`src/rtl/bsg_comm_link_pkg.sv`:
```
// Shared comm-link types and sizing helpers.
// Used by both ends of the link so credit widths agree.
package bsg_comm_link_pkg;

  typedef enum logic {
    IDLE = 1'b0,
    RUN  = 1'b1
  } state_e;

  function automatic int credits_max(input int lg_depth);
    return 1 << lg_depth;
  endfunction

endpackage

```
`src/rtl/bsg_comm_link_credit_counter.sv`:
```
// Saturating credit counter: +2**lg_step_p per token, -1 per send.
// Reinit forces the count back to max_p.
module bsg_comm_link_credit_counter
  import bsg_comm_link_pkg::*;
#(
  parameter int width_p   = 6,
  parameter int max_p     = 32,
  parameter int lg_step_p = 3
) (
  input  logic               clk_i,
  input  logic               rst_n_i,
  input  logic               reinit_i,
  input  logic               inc_i,
  input  logic               dec_i,
  output logic [width_p-1:0] count_o,
  output logic               sat_o
);

  localparam logic [width_p:0] STEP =
    (width_p+1)'(1 << lg_step_p);
  localparam logic [width_p:0] MAXW =
    (width_p+1)'(max_p);
  localparam logic [width_p-1:0] MAXV =
    width_p'(max_p);

  logic [width_p-1:0] count_q, count_d;
  logic [width_p:0]   sum;
  logic               sat;

  // One extra bit so an over-max sum is visible.
  always_comb begin
    sum = {1'b0, count_q};
    sum = sum - {{width_p{1'b0}}, dec_i};
    if (inc_i) sum = sum + STEP;
    sat = (sum > MAXW);
    count_d = sum[width_p-1:0];
    if (sat) count_d = MAXV;
    if (reinit_i) count_d = MAXV;
  end

  always_ff @(posedge clk_i or negedge rst_n_i) begin
    if (!rst_n_i) count_q <= MAXV;
    else          count_q <= count_d;
  end

  assign count_o = count_q;
  assign sat_o   = sat & ~reinit_i;

endmodule

```
`src/rtl/bsg_comm_link_credit_tx.sv`:
```
// Credit-based per-channel transmit stage of the comm link.
// BSG_COMM_LINK_CREDIT_TX_ERR_EN enables the sticky overflow flag.
module bsg_comm_link_credit_tx
  import bsg_comm_link_pkg::*;
#(
  parameter int channel_width_p                 = 8,
  parameter int lg_input_fifo_depth_p           = 5,
  parameter int lg_credit_to_token_decimation_p = 3
) (
  input  logic                         clk_i,
  input  logic                         async_reset_n_i,
  input  logic                         calib_done_i,
  input  logic                         core_v_i,
  input  logic [channel_width_p-1:0]   core_data_i,
  output logic                         core_ready_o,
  output logic                         io_v_o,
  output logic [channel_width_p-1:0]   io_data_o,
  input  logic                         io_ready_i,
  input  logic                         token_toggle_i,
  output logic [lg_input_fifo_depth_p:0] credits_o,
  output logic                         err_o
);

  localparam int CW = lg_input_fifo_depth_p + 1;
  localparam int CMAX = credits_max(lg_input_fifo_depth_p);

  state_e state_q, state_d;
  logic   token_q;
  logic   io_v_q;
  logic [channel_width_p-1:0] io_data_q;
  logic [CW-1:0] credits;
  logic   tok, accept, reinit, sat, run;

  always_comb begin
    state_d = state_q;
    unique case (state_q)
      IDLE: if (calib_done_i)  state_d = RUN;
      RUN:  if (!calib_done_i) state_d = IDLE;
      default: state_d = IDLE;
    endcase
  end

  always_ff @(posedge clk_i or negedge async_reset_n_i) begin
    if (!async_reset_n_i) state_q <= IDLE;
    else                  state_q <= state_d;
  end

  assign run    = (state_q == RUN);
  assign reinit = (state_d == IDLE);
  assign tok    = run & (token_toggle_i ^ token_q);

  assign core_ready_o = run & (credits != '0)
                      & (~io_v_q | io_ready_i);
  assign accept = core_v_i & core_ready_o;

  // Tracking the line in every state means IDLE exit sees no false token.
  always_ff @(posedge clk_i or negedge async_reset_n_i) begin
    if (!async_reset_n_i) token_q <= 1'b0;
    else                  token_q <= token_toggle_i;
  end

  always_ff @(posedge clk_i or negedge async_reset_n_i) begin
    if (!async_reset_n_i) begin
      io_v_q    <= 1'b0;
      io_data_q <= '0;
    end else if (reinit) begin
      io_v_q    <= 1'b0;
      io_data_q <= '0;
    end else if (accept) begin
      io_v_q    <= 1'b1;
      io_data_q <= core_data_i;
    end else if (io_ready_i) begin
      io_v_q    <= 1'b0;
    end
  end

  bsg_comm_link_credit_counter #(
    .width_p  (CW),
    .max_p    (CMAX),
    .lg_step_p(lg_credit_to_token_decimation_p)
  ) u_cnt (
    .clk_i   (clk_i),
    .rst_n_i (async_reset_n_i),
    .reinit_i(reinit),
    .inc_i   (tok),
    .dec_i   (accept),
    .count_o (credits),
    .sat_o   (sat)
  );

`ifdef BSG_COMM_LINK_CREDIT_TX_ERR_EN
  logic err_q;
  always_ff @(posedge clk_i or negedge async_reset_n_i) begin
    if (!async_reset_n_i) err_q <= 1'b0;
    else if (reinit)      err_q <= 1'b0;
    else if (sat)         err_q <= 1'b1;
  end
  assign err_o = err_q;
`else
  logic unused_sat;
  assign unused_sat = sat;
  assign err_o = 1'b0;
`endif

  assign io_v_o    = io_v_q;
  assign io_data_o = io_data_q;
  assign credits_o = credits;

endmodule
```
`config.mk`:
```
export PLATFORM = sky130hd
export DESIGN_NAME = bsg_comm_link_credit_tx
export DESIGN_NICKNAME = d
export VERILOG_FILES = /design/src/rtl/bsg_comm_link_pkg.sv /design/src/rtl/bsg_comm_link_credit_counter.sv /design/src/rtl/bsg_comm_link_credit_tx.sv
export SDC_FILE = /design/constraint.sdc
export NUM_CORES = 1
export LEC_CHECK = 0
export ABC_AREA = 1
export CORE_UTILIZATION = 48
export DETAILED_ROUTE_END_ITERATION = 7
export PLACE_DENSITY = 0.82
export SLEW_MARGIN = 20
export SYNTH_ARGS = -nofsm -noshare
export SYNTH_HDL_FRONTEND = slang
export SYNTH_SLANG_ARGS = --single-unit
```
`constraint.sdc`:
```
create_clock -name clk_i -period 5.3 [get_ports clk_i]
set_input_delay 1.59 -clock clk_i [delete_from_list [all_inputs] [get_ports clk_i]]
set_output_delay 1.59 -clock clk_i [all_outputs]
set_load 0.005 [all_outputs]
```
==> results.toml <==
[run_status]
outcome = "finished clean"

[critical_path]
crit_path_start = "io_ready_i"
cp_top_family = "buffers and inverters"
start_kind = "input pin"
cp_slowest_stage_delay_ps = 480
crit_end = "core_ready_o"
path_cells = "clkdlybuf4s50_1 -> inv_1 -> a21boi_0 -> nand2_1 -> inv_1 -> clkdlybuf4s50_1"
ff2ff_setup_slack_ps = 2330
crit_path_end_kind = "output port"
cpMaxStageDelayCell = "clkdlybuf4s50_1"
crit_buf_inv = 4
worstSetupPathType = "in2out"
crit_required_ps = 3710
rr_worst_depth = 18
crit_arrival_ps = 2960
worst-path-stages = 6
r2r_start = "u_cnt.count_o[5]$_DFF_PN1_"
rr_endpoint = "u_cnt.count_o[3]$_DFF_PN0_"
crit_fanout = 2

[sta]
rsz0062_at_grt = "no"
worst_slack_ps = 752
finalHoldViolCount = 0
setup_violations = 0
report.final.slew_viol_count = 0
relSlewSlack_pct = 51.4
period_minus_slack_ps = 4550
max_slew.worst_pin.slew_ps = 726
period_share_pct = 85.8
fmax_mhz = 220
fin_skew_ps = 7.16
tns_ps = 0

[cts]
cts_buffers = 3
clockBufferDepth = 2
root_buffer = "clkbuf_4"
clk_latency_ps = 300
h-tree-depth = 1
path_clk_slew_ps = 100
cts_setup_buffers = 0
cts_sinks = 17
hold_buffers = 0
cts_tree = "yes"
cts.repair.resized = 0

[logic_synthesis]
netlist_instances = 122
synth.cell_area_um2 = 973
ys_ff_latch = 17
yosysSeqAreaShare_pct = 43.8
synth_edf_count = 0
synth.avg_cell_area_um2 = 7.98
synth_nets = 139
ys_top_cells_by_count = "26 x nand2_1, 16 x dfrtp_1, 15 x inv_1, 15 x nand3_1, 15 x nor2_1"
synth.most_common_cell = "nand2_1"
synth_area_leader_cell = "dfrtp_1"
ys_top_cells_by_area = "dfrtp_1 41%, nand2_1 10%, nand3_1 7.7%"
async_reset_ff_share_pct = 100
yosys_warnings = 0
ys.flop_type = "dfrtp_1"
ys_types = 25
yosys.area.top_type_share_pct = 41.1

[detailed_routing]
topRoutingLayerUsed = "met4"
avgViaCountPerCell = 4.99
drt_iter0_drc = 9
wl_mm = 2.01
wire_per_inst_um = 11.4
antenna_left = 0
met3_length_um = 122
route.met2.wl_um = 966
wl_met1_um = 842
via_count = 878
drc = 0
firstDrtPassIters = 4

[global_route]
grt_max_degree = 22
grtUsageTotal_pct = 22.5
grt-ovfl-total = 0
grt_pass1_vias = 840
antenna_found_initial = 0
grt_first_pass_wirelength_mm = 3.37

[placement]
placed_cells = 172
place_ws_ps = 749
port_buffers = 29
dpl-instance-area_um2 = 1270
place_hpwl_mm = 1.63
place.gp.congestion = 0.764

[pwr]
p_leak_nw = 0.626
vdd_drop_max_mv = 0.188
total_power_mw = 0.384
power.density_nw_per_um2 = 297

[floorplan]
die_x_um = 47.0
rows = 15
die_area_um2 = 2210
core_um2 = 1820
start_util_pct = 53.5
die_h_um = 47.0
ios = 31

[cells_and_area]
drive_gt1_share_pct = 9.93
fin_area_um2 = 1290
final_nets = 169
area_growth_pct = 32.9
finalNonFillerCells = 176
n_antenna_cell = 0

[flow_run]
cap_viol_max_count = 0

[min_path]
hold_class = "reg2reg"
[layout by cell type, fill, tap and decap left out]
cell and n:
nor3_1 1, nor2_4 1, nand3b_4 1, nand3_2 3
clkdlybuf4s50_1 29, dfstp_2 1, dfrtp_1 16, clkinv_2 1
nand2_2 3, nor2_1 15, nand3b_1 1, o21ai_0 7
nand4_1 1, conb_1 1, clkbuf_4 3, o21bai_1 1
o21ai_1 1, a21boi_0 1, nand2_1 26, nor2_2 2
nand3_1 15, xor2_1 2, inv_1 15, a21boi_1 1
ha_1 3
[cells by family (layout without fill, tap and decap cells)]
logic type,Yosys count,in the layout,synth area share (%)
other,1,1,0.385
and+or+nand+nor,69,69,35.0
adders and majority gates,3,3,3.86
AOI/OAI and AO/OA,11,11,6.43
xor gates and xnor gates,2,2,1.80
buffers and inverters,19,48,8.74
DFF,17,17,43.8
[metal layers]
layer	vias to the layer above	global-route usage [%]
met5	-	0
met4	0	12.0
met3	9	6.15
li1	442	-
met2	33	38.3
met1	394	25.5
[where the power goes]
part | internal (mW) | total (mW) | switching (mW)
registers | 0.145 | 0.158 | 0.0131
logic | 0.0725 | 0.156 | 0.0835
clock network | 0.0281 | 0.0704 | 0.0423
[registers in the layout (all words and copies together), names as in the netlist]
register	count
io_data_o	8
io_v_o	1
run	1
token_q	1
u_cnt.count_o	6
[area by class of cell]
cell class | count | area (um2)
tap | 25 | 31.3
timing repair buffer | 29 | 290
fill | 144 | 527
clock inverter | 1 | 5.00
multi-input combinational | 86 | 462
sequential | 17 | 427
clock buffer | 3 | 22.5
inverter | 15 | 56.3
[metrics by stage]
step	util [%]	hold slack, ps
after floorplan	-	503
after global placement	69.6	495
after detailed placement	69.6	521
after CTS	71.1	548
after global routing	71.1	576
final	71.1	545
[worst register-to-register path: cells and delay by family, from the launching register on]
family / cells / cell delay [ps]
buffers and inverters: 3 / 310
adder cells (fa/ha/maj): 3 / 790
AND/OR/NAND/NOR: 12 / 1260
flip-flops: 1 / 560
[worst min path at each step]
stage | endpoint | cells after the start | slack [ps] | from
final | io_data_o[3]$_DFFE_PN0P_ | 2 | 540 | io_data_o[3]$_DFFE_PN0P_
after global routing | io_data_o[2]$_DFFE_PN0P_ | 2 | 580 | io_data_o[2]$_DFFE_PN0P_
after CTS | io_data_o[3]$_DFFE_PN0P_ | 2 | 550 | io_data_o[3]$_DFFE_PN0P_
after detailed placement | io_data_o[3]$_DFFE_PN0P_ | 2 | 520 | io_data_o[3]$_DFFE_PN0P_
after global placement | io_data_o[2]$_DFFE_PN0P_ | 2 | 500 | io_data_o[2]$_DFFE_PN0P_
after floorplan | io_data_o[0]$_DFFE_PN0P_ | 2 | 500 | io_data_o[0]$_DFFE_PN0P_
Note: power is estimated with default switching activity, not from simulation.
